**src/rtl/slot_seq_pkg.sv**
```systemverilog
// +--------------------------------------------------------------------+
// | slot_seq_pkg: slot status codes and sequencer state encoding. Rev 1.0 |
// +--------------------------------------------------------------------+
`default_nettype none

package slot_seq_pkg;

  localparam logic [1:0] c_status_empty = 2'd0;
  localparam logic [1:0] c_status_ready = 2'd1;
  localparam logic [1:0] c_status_done  = 2'd2;
  localparam logic [1:0] c_status_error = 2'd3;

  typedef enum logic [2:0] {
    S_IDLE  = 3'd0,
    S_FETCH = 3'd1,
    S_ISSUE = 3'd2,
    S_WAIT  = 3'd3,
    S_WB    = 3'd4,
    S_NEXT  = 3'd5
  } state_t;

endpackage

`default_nettype wire

```
**src/rtl/slot_seq_cmd_chan.sv**
```systemverilog
// +--------------------------------------------------------------------+
// | slot_seq_cmd_chan: one valid/ready command holder with sticky done.  |
// | Rev 1.0                                                             |
// +--------------------------------------------------------------------+
`default_nettype none

module slot_seq_cmd_chan #(
  parameter int ADDR_WIDTH = 32,
  parameter int SIZE_WIDTH = 26
) (
  input  logic                  clk,
  input  logic                  reset,
  input  logic                  load,
  input  logic [ADDR_WIDTH-1:0] load_addr,
  input  logic [SIZE_WIDTH-1:0] load_size,
  input  logic                  clear,
  input  logic                  ready,
  input  logic                  done,
  output logic                  valid,
  output logic [ADDR_WIDTH-1:0] addr,
  output logic [SIZE_WIDTH-1:0] size,
  output logic                  accepted,
  output logic                  done_flag
);

  logic r_acc;
  logic w_take;

  assign w_take   = valid & ready;
  // Counts the accepting cycle itself so a done in that cycle is not lost.
  assign accepted = r_acc | w_take;

  always_ff @(posedge clk or posedge reset) begin
    if (reset) begin
      valid     <= 1'b0;
      addr      <= '0;
      size      <= '0;
      r_acc     <= 1'b0;
      done_flag <= 1'b0;
    end else if (load) begin
      valid     <= 1'b1;
      addr      <= load_addr;
      size      <= load_size;
      r_acc     <= 1'b0;
      done_flag <= 1'b0;
    end else if (clear) begin
      r_acc     <= 1'b0;
      done_flag <= 1'b0;
    end else begin
      if (w_take) begin
        valid <= 1'b0;
        r_acc <= 1'b1;
      end
      if (accepted && done) begin
        done_flag <= 1'b1;
      end
    end
  end

endmodule

`default_nettype wire

```
**src/rtl/slot_sequencer.sv**
```systemverilog
// +--------------------------------------------------------------------+
// | slot_sequencer: walks descriptor slots, issues MM2S/S2MM commands    |
// | for READY slots and writes status/profile back. Rev 1.0             |
// +--------------------------------------------------------------------+
`default_nettype none

module slot_sequencer
  import slot_seq_pkg::*;
#(
  parameter int NUM_SLOTS       = 4,
  parameter int INPUT_IDX_WIDTH = 2,
  parameter int SRC_ADDR_WIDTH  = 32,
  parameter int SRC_SIZE_WIDTH  = 26,
  parameter int DST_ADDR_WIDTH  = 32,
  parameter int DST_SIZE_WIDTH  = 26,
  parameter int STATUS_WIDTH    = 2,
  parameter int PROFILE_WIDTH   = 32
) (
  input  logic                       clk,
  input  logic                       reset,
  input  logic                       start,
  output logic                       busy,
  output logic                       walk_done,
  output logic [INPUT_IDX_WIDTH-1:0] rd_idx,
  input  logic [SRC_ADDR_WIDTH-1:0]  rd_src_addr,
  input  logic [SRC_SIZE_WIDTH-1:0]  rd_src_size,
  input  logic [DST_ADDR_WIDTH-1:0]  rd_des_addr,
  input  logic [DST_SIZE_WIDTH-1:0]  rd_des_size,
  input  logic [STATUS_WIDTH-1:0]    rd_status,
  output logic [INPUT_IDX_WIDTH-1:0] wr_idx,
  output logic [STATUS_WIDTH-1:0]    wr_status,
  output logic [PROFILE_WIDTH-1:0]   wr_profile,
  output logic                       set_status,
  output logic                       set_profile,
  output logic                       mm2s_valid,
  input  logic                       mm2s_ready,
  output logic [SRC_ADDR_WIDTH-1:0]  mm2s_addr,
  output logic [SRC_SIZE_WIDTH-1:0]  mm2s_size,
  input  logic                       mm2s_done,
  output logic                       s2mm_valid,
  input  logic                       s2mm_ready,
  output logic [DST_ADDR_WIDTH-1:0]  s2mm_addr,
  output logic [DST_SIZE_WIDTH-1:0]  s2mm_size,
  input  logic                       s2mm_done
);

  localparam logic [INPUT_IDX_WIDTH-1:0] c_last_idx = INPUT_IDX_WIDTH'(NUM_SLOTS - 1);

  state_t                   r_state;
  logic [PROFILE_WIDTH-1:0] r_cnt;
  logic [PROFILE_WIDTH-1:0] w_cnt_inc;
  logic                     w_slot_ready;
  logic                     w_size_zero;
  logic                     w_load;
  logic                     w_clear;
  logic                     w_m_acc;
  logic                     w_s_acc;
  logic                     w_m_done;
  logic                     w_s_done;
  logic                     w_both_done;

  assign w_cnt_inc    = (&r_cnt) ? r_cnt : r_cnt + PROFILE_WIDTH'(1);
  assign w_slot_ready = (rd_status == STATUS_WIDTH'(c_status_ready));
  assign w_size_zero  = (rd_src_size == '0) || (rd_des_size == '0);
  assign w_load       = (r_state == S_FETCH) && w_slot_ready && !w_size_zero;
  assign w_both_done  = w_m_done && w_s_done;
  assign w_clear      = (r_state == S_WAIT) && w_both_done;

  slot_seq_cmd_chan #(
    .ADDR_WIDTH (SRC_ADDR_WIDTH),
    .SIZE_WIDTH (SRC_SIZE_WIDTH)
  ) u_mm2s (
    .clk       (clk),
    .reset     (reset),
    .load      (w_load),
    .load_addr (rd_src_addr),
    .load_size (rd_src_size),
    .clear     (w_clear),
    .ready     (mm2s_ready),
    .done      (mm2s_done),
    .valid     (mm2s_valid),
    .addr      (mm2s_addr),
    .size      (mm2s_size),
    .accepted  (w_m_acc),
    .done_flag (w_m_done)
  );

  slot_seq_cmd_chan #(
    .ADDR_WIDTH (DST_ADDR_WIDTH),
    .SIZE_WIDTH (DST_SIZE_WIDTH)
  ) u_s2mm (
    .clk       (clk),
    .reset     (reset),
    .load      (w_load),
    .load_addr (rd_des_addr),
    .load_size (rd_des_size),
    .clear     (w_clear),
    .ready     (s2mm_ready),
    .done      (s2mm_done),
    .valid     (s2mm_valid),
    .addr      (s2mm_addr),
    .size      (s2mm_size),
    .accepted  (w_s_acc),
    .done_flag (w_s_done)
  );

  always_ff @(posedge clk or posedge reset) begin
    if (reset) begin
      r_state     <= S_IDLE;
      r_cnt       <= '0;
      busy        <= 1'b0;
      walk_done   <= 1'b0;
      rd_idx      <= '0;
      wr_idx      <= '0;
      wr_status   <= '0;
      wr_profile  <= '0;
      set_status  <= 1'b0;
      set_profile <= 1'b0;
    end else begin
      walk_done   <= 1'b0;
      set_status  <= 1'b0;
      set_profile <= 1'b0;
      case (r_state)
        S_IDLE: begin
          if (start) begin
            rd_idx  <= '0;
            busy    <= 1'b1;
            r_state <= S_FETCH;
          end
        end
        S_FETCH: begin
          if (!w_slot_ready) begin
            r_state <= S_NEXT;
          end else if (w_size_zero) begin
            wr_idx      <= rd_idx;
            wr_status   <= STATUS_WIDTH'(c_status_error);
            wr_profile  <= '0;
            set_status  <= 1'b1;
            set_profile <= 1'b1;
            r_state     <= S_WB;
          end else begin
            r_cnt   <= '0;
            r_state <= S_ISSUE;
          end
        end
        S_ISSUE: begin
          r_cnt <= w_cnt_inc;
          if (w_m_acc && w_s_acc) begin
            r_state <= S_WAIT;
          end
        end
        S_WAIT: begin
          r_cnt <= w_cnt_inc;
          // Write-back strobes are registered, so they are raised on WB entry.
          if (w_both_done) begin
            wr_idx      <= rd_idx;
            wr_status   <= STATUS_WIDTH'(c_status_done);
            wr_profile  <= w_cnt_inc;
            set_status  <= 1'b1;
            set_profile <= 1'b1;
            r_state     <= S_WB;
          end
        end
        S_WB: begin
          r_state <= S_NEXT;
        end
        S_NEXT: begin
          if (rd_idx == c_last_idx) begin
            walk_done <= 1'b1;
            busy      <= 1'b0;
            r_state   <= S_IDLE;
          end else begin
            rd_idx  <= rd_idx + INPUT_IDX_WIDTH'(1);
            r_state <= S_FETCH;
          end
        end
        default: begin
          r_state <= S_IDLE;
        end
      endcase
    end
  end

endmodule

`default_nettype wire

```
**config.mk**
```make
export PLATFORM = sky130hd
export DESIGN_NAME = slot_sequencer
export DESIGN_NICKNAME = d
export VERILOG_FILES = /design/src/rtl/slot_seq_pkg.sv /design/src/rtl/slot_seq_cmd_chan.sv /design/src/rtl/slot_sequencer.sv
export SDC_FILE = /design/constraint.sdc
export NUM_CORES = 1
export LEC_CHECK = 0
export ABC_AREA = 1
export CORE_MARGIN = 3
export CORE_UTILIZATION = 51
export CTS_BUF_LIST = sky130_fd_sc_hd__clkbuf_16
export DETAILED_ROUTE_END_ITERATION = 7
export GPL_ROUTABILITY_DRIVEN = 0
export HOLD_SLACK_MARGIN = 0.08
export PLACE_DENSITY_LB_ADDON = 0.2
export SYNTH_ARGS = -nofsm -noshare
export SYNTH_HDL_FRONTEND = slang
export SYNTH_SLANG_ARGS = --single-unit
```
**constraint.sdc**
```tcl
create_clock -name clk -period 11.55 [get_ports clk]
set_input_delay 2.8875 -clock clk [delete_from_list [all_inputs] [get_ports clk]]
set_output_delay 2.8875 -clock clk [all_outputs]
set_load 0.005 [all_outputs]
```
# Word-level counts from Yosys, hierarchy flattened
# Cells that the tools add are included.
[word_totals]
regBits = 198
latchBits = 0
mem_bits_rw = 0
romBits = 0
inputBits = 125
output_inout_bits = 160
elab_cells = 124
memories = 0
[classes]
n_addsub = 2
multipliers = 0
div_mod_pow = 0
n_lt_le_gt_ge = 0
eq_ne = 16
shift = 0
n_mux = 53
bitwise_logic = 4
reduce_logical = 30
[op_table]
columns = ["cell", "count"]
rows = [
  ["2-to-1 mux 32 bit", 6],
  ["case mux 32 bit (2 select lines)", 2],
  ["zero test 26 bit", 2],
  ["adder 32 x 1 -> 32 bit (second input constant)", 1],
  ["AND reduction 32 bit", 1],
  ["2-to-1 mux 1 bit", 26],
  ["case mux 3 bit (6 select lines)", 1],
  ["2-to-1 mux 2 bit", 8],
  ["!= test 2 bit (second input constant)", 8],
  ["2-to-1 mux 3 bit", 5],
  ["case mux 2 bit (2 select lines)", 3],
  ["AND reduction 3 bit", 4],
  ["nonzero test 3 bit", 4],
  ["nonzero test 2 bit", 5],
  ["logical AND 1 bit", 7],
  ["== test 3 x 2 -> 1 bit (second input constant)", 2],
  ["== test 3 bit (second input constant)", 2],
  ["case mux 1 bit (2 select lines)", 2],
  ["AND reduction 2 bit", 2],
  ["AND reduction 4 bit", 1],
  ["== test 3 x 1 -> 1 bit (second input constant)", 1],
  ["zero test 3 bit", 1],
  ["adder 2 x 1 -> 2 bit (second input constant)", 1],
  ["bitwise AND 1 bit", 2],
  ["7 further kinds", 8],
]

# Longest topological paths before layout
[depth]
depth_word = 6
mapped_depth = 12
ltp_nobuf = 11

# Hierarchy
# A second synthesis with hierarchy kept.
[hier_totals]
hier_cells = 1156
area_unflattened_um2 = 9198.8
[modules_own_cells]
columns = ["mod", "instances", "cells_each", "area_each_um2", "seq_area_each_um2"]
rows = [
  ["slot_seq_cmd_chan", 2, 262, 2328.5, 1526.5],
  ["slot_sequencer", 1, 632, 4541.9, 1901.8],
]

# Worst setup path after synthesis
# Ideal clock, no wire load.
[synth_timing]
path_kind = "input-to-reg"
startpoint = "in rd_des_size[13]"
endpoint = "reg r_cnt[18]"
setup_ns = 0.066
t_arrival_ns = 3.964
t_required_ns = 11.484
path_slack_ns = 7.521
path_stages = 12
path_buffers = 1
path_cell_list = "inv_1 nand2_1 nor2_1 nand2_1 nor2_1 nand2_1 nand2_1 nand2_1 nand3_1 clkbuf_1 nand2_1 nand2_1"
[synth_between]
elab_chain_len = 4
[synth_lines]
columns = ["item", "line_no", "text"]
rows = [
  ["start, declared", "slot_sequencer.sv:28", "input logic [DST_SIZE_WIDTH-1:0] rd_des_size,"],
  ["zero test 26 bit", "slot_sequencer.sv:64", "assign w_size_zero = (rd_src_size == '0) || (rd_des_size == '0);"],
  ["logical OR 1 bit", "slot_sequencer.sv:64", ""],
  ["!= test 2 bit (no line)", "-", ""],
  ["AND reduction 3 bit (no line)", "-", ""],
  ["end signal, assigned", "slot_sequencer.sv:147", "r_cnt <= w_cnt_inc;"],
  ["end signal, assigned", "slot_sequencer.sv:153", "r_cnt <= w_cnt_inc;"],
  ["end, declared", "slot_sequencer.sv:50", "logic [PROFILE_WIDTH-1:0] r_cnt;"],
]
# No other way between the ends.
# A chain may end at the register's enable or synchronous reset.

# Final worst setup path
[layout_timing]
startpoint = "in rd_des_size[6]"
endpoint = "reg u_mm2s.r_acc"
[layout_between]
elab_chain_len = 5
elab_cells_between_ends = 6
classes_between = "1 x mux; 5 x reduce/logical"
[layout_lines]
columns = ["item", "line_no", "text"]
rows = [
  ["zero test 26 bit (*)", "slot_sequencer.sv:64", ""],
  ["logical OR 1 bit (*)", "slot_sequencer.sv:64", ""],
  ["zero test 1 bit (*)", "slot_sequencer.sv:65", "assign w_load = (r_state == S_FETCH) && w_slot_ready && !w_size_zero;"],
  ["logical AND 1 bit (*)", "slot_sequencer.sv:65", ""],
  ["nonzero test 3 bit (no line) / 2-to-1 mux 1 bit (equally long branches)", "-", ""],
  ["end signal, assigned", "slot_seq_cmd_chan.sv:44", "r_acc <= 1'b0;"],
  ["end signal, assigned", "slot_seq_cmd_chan.sv:47", "r_acc <= 1'b0;"],
  ["end signal, assigned", "slot_seq_cmd_chan.sv:52", "r_acc <= 1'b1;"],
  ["end, declared", "slot_seq_cmd_chan.sv:26", "logic r_acc;"],
]
# Every way passes the cells marked *; elsewhere a longest branch is shown, timed or not.

==> impl_metrics.toml <==
[drt]
ant_nets = 0
vias = 8126
route.detailed.wl_per_inst_um = 15.1
firstDrtPassIters = 6
wl_mm = 24.9
drtIter0Drc = 504
drc_errors = 0
via_per_inst = 4.92

[logic_synthesis]
synth.yosys.seq_area_share = 0.548
yosysMostFrequentCell = "nand2_1"
synthSimpleGateAreaFrac = 0.268
netlist_top_cells_count = "451 x nand2_1, 198 x dfrtp_1, 158 x inv_1, 106 x o21ai_1, 66 x nor2_1"
synth_area_um2 = 9040
synth_xor_area_frac = 0.0155
synth.avg_cell_area_um2 = 7.90
synth_compound_area_frac = 0.0765
yosysUniqueCellTypes = 38
synth_mux_area_frac = 0
post-synth-top-area-fraction = 0.548
synthArstFlopShare = 1.00
synth_nets = 1272
synth_adder_area_share = 0.00277
ys_warn_count = 0
ys_ff_latch = 198
netlist_instances = 1145
synth_edf_count = 0
yosys.area.top_type = "dfrtp_1"
synth_ff_type = "dfrtp_1"
ys_top_cells_by_area = "dfrtp_1 55%, nand2_1 19%, inv_1 6.6%"
synth_top_family_by_area = "simple AND/OR/NAND/NOR gates"

[cts]
cts_buffers = 17
post_cts_buffers = 0
cts-root-buf = "clkbuf_16"
htree_num_levels = 4
cts_tree = "done"
clk_latency_ns = 0.43
cts_sinks = 198
cts-resized-gates = 0
path_clk_slew_ns = 0.07
cts_buffer_depth = 2
cts.hold.buffers_added = 0

[sta]
hold_viol = 0
fin_tns_setup_ns = 0
fin_skew_ns = 0.00898
maxSlewHeadroom = 0.349
hold_ws_ns = 0.470
setup_violations = 0
max_freq_mhz = 190
tightest_slew_ns = 0.976
fin_crit_sh = 0.457
fin_crit_ns = 5.27
slew_violations = 0
rsz0062_at_grt = "no"

[critical_path]
crit_top_cell = "nand2_1"
worst-setup-path-type = "primary input to register"
slowest_delay_ns = 0.71
endpoint_kind = "register"
cp_max_fo = 84
critPathBufInv = 3
cp_top_family = "simple AND/OR/NAND/NOR gates"
critPathLaunchType = "primary input"
critPathRequiredTime_ns = 11.90
cp.arrival_ns = 5.62
cp_slowest_cell = "buf_4"
cp_cell_sequence = "clkdlybuf4s50_1 > inv_1 > nand2_1 > nor2_1 > nand2_1 > nor2_1 > nand2_1 > nand3_4 > buf_4 > nand2_1 > a21oi_1"

[power_and_ir_drop]
finalPower_mw = 2.74
pwr_density_cell_nw_per_um2 = 217
ir_drop_mv = 0.129
p_leak_nw = 6.36

[grt]
grt_overflow = 0
met3_usage = 0.0897
busiest_layer = "met2"
grt_pass1_wl_mm = 41.0
grt_max_degree = 145
met2_usage = 0.445
grt_antenna_before_repair = 1
use_met1 = 0.300
grtUsageTotal = 0.264
first_global_vias = 8103

[placed_design]
hpwl_mm = 18.3
port_buffers = 284

[layout]
synthToLayoutAreaGrowth_pct = 39.7
final_core_util = 0.730
multi_input_area_um2 = 3290
fill_cells = 1369
regArea_um2 = 4950
final_nets = 1540
drive_above_1_share = 0.0407

[floorplan]
initial_core_util = 0.523
placeableCoreArea_um2 = 17300
ios = 285
die_x_um = 139
dieArea_um2 = 19400
num_rows = 48
die_y_um = 139

[run]
maxCapViolCount = 0

[status]
status = "finished clean"

[worst_hold_path]
min_path_type = "register to register"
==> logic make-up (layout without fill, tap and decap cells) <==
family / count (synthesis) / after routing
and+or+nand+nor: 589 / 589
xor gates and xnor gates: 16 / 16
AOI/OAI and AO/OA: 135 / 135
other: 0 / 1
adders and majority gates: 2 / 2
DFF: 198 / 198
buffers and inverters: 205 / 486
==> cells in the final DEF, fill, tap and decap left out, types with 2 or more instances in the layout <==
cell type | synthesis | routed
nor2_4 | 2 | 2
inv_1 | 158 | 161
ha_1 | 2 | 2
dfrtp_1 | 198 | 198
nor3_4 | 2 | 2
nand3_1 | 39 | 39
nand2_1 | 451 | 451
o21ai_1 | 106 | 106
clkinvlp_4 | 0 | 3
buf_4 | 1 | 6
nor2_1 | 66 | 66
nor2_2 | 2 | 2
clkdlybuf4s50_1 | 0 | 284
xnor2_1 | 9 | 9
nand3_4 | 2 | 3
inv_2 | 6 | 6
o21ai_0 | 16 | 16
nor3_1 | 8 | 8
nand4_1 | 5 | 5
clkinv_2 | 0 | 2
bufinv_16 | 0 | 3
o31ai_1 | 2 | 2
inv_6 | 0 | 2
xor2_1 | 7 | 7
nor3_2 | 2 | 2
clkbuf_16 | 0 | 17
a21oi_1 | 7 | 7
==> per-stage QoR <==
step | cells | area, um^2 | worst slack, ns
floorplan | 1145 | 9040 | 3.27
global placement | 1619 | 12000 | 5.84
detailed placement | 1619 | 12000 | 5.84
CTS | 1651 | 12600 | 6.28
global route | 1652 | 12600 | 5.92
finish | 1652 | 12600 | 6.28
==> final timing paths <==
check                                               from                          end  slack [ns]  cells past startpoint
max in group asynchronous                          reset  u_s2mm.addr[16]$_DFFE_PP0P_        7.15                      3
worst max-delay path                      rd_des_size[6]     u_mm2s.r_acc$_DFFE_PP0P_        6.28                     11
min in group asynchronous                          reset  u_mm2s.addr[20]$_DFFE_PP0P_        3.06                      2
worst min register to register  wr_status[1]$_DFFE_PP0P_     wr_status[1]$_DFFE_PP0P_        0.47                      1
worst max register to register    r_state[2]$_DFFE_PP0P_     u_mm2s.r_acc$_DFFE_PP0P_        8.71                      7
worst min-delay path            wr_status[1]$_DFFE_PP0P_     wr_status[1]$_DFFE_PP0P_        0.47                      1
==> cell type report <==
cell class                      instances  area share
Timing Repair Buffer                  290       0.229
Clock buffer                           17      0.0337
Sequential cell                       198       0.392
Antenna cell                            1    0.000198
Multi-Input combinational cell        742       0.260
Clock inverter                         15      0.0130
Tap cell                              225      0.0223
Inverter                              164      0.0494
==> power by group <==
part,internal [mW],switching [mW]
registers,0.949,0.154
logic,0.579,0.450
clock network,0.339,0.265
==> per-layer routing <==
layer / routed length (um) / share of wire / vias to the layer above
li1: - / - / 4031
met1: 9670 / 0.39 / 3720
met2: 12100 / 0.49 / 298
met3: 1910 / 0.076 / 77
met4: 1250 / 0.050 / 0
met5: 0 / 0 / -
==> registers in the layout, indices dropped and copies added, names as in the netlist <==
signal,count
u_mm2s.size,26
u_mm2s.done_flag,1
rd_idx,2
u_s2mm.valid,1
wr_status,2
r_state,3
u_mm2s.r_acc,1
walk_done,1
u_mm2s.addr,32
wr_profile,32
u_s2mm.size,26
busy,1
set_profile,1
u_s2mm.addr,32
u_s2mm.done_flag,1
u_s2mm.r_acc,1
r_cnt,32
u_mm2s.valid,1
wr_idx,2
No activity file was read; power rests on OpenSTA's default activity.
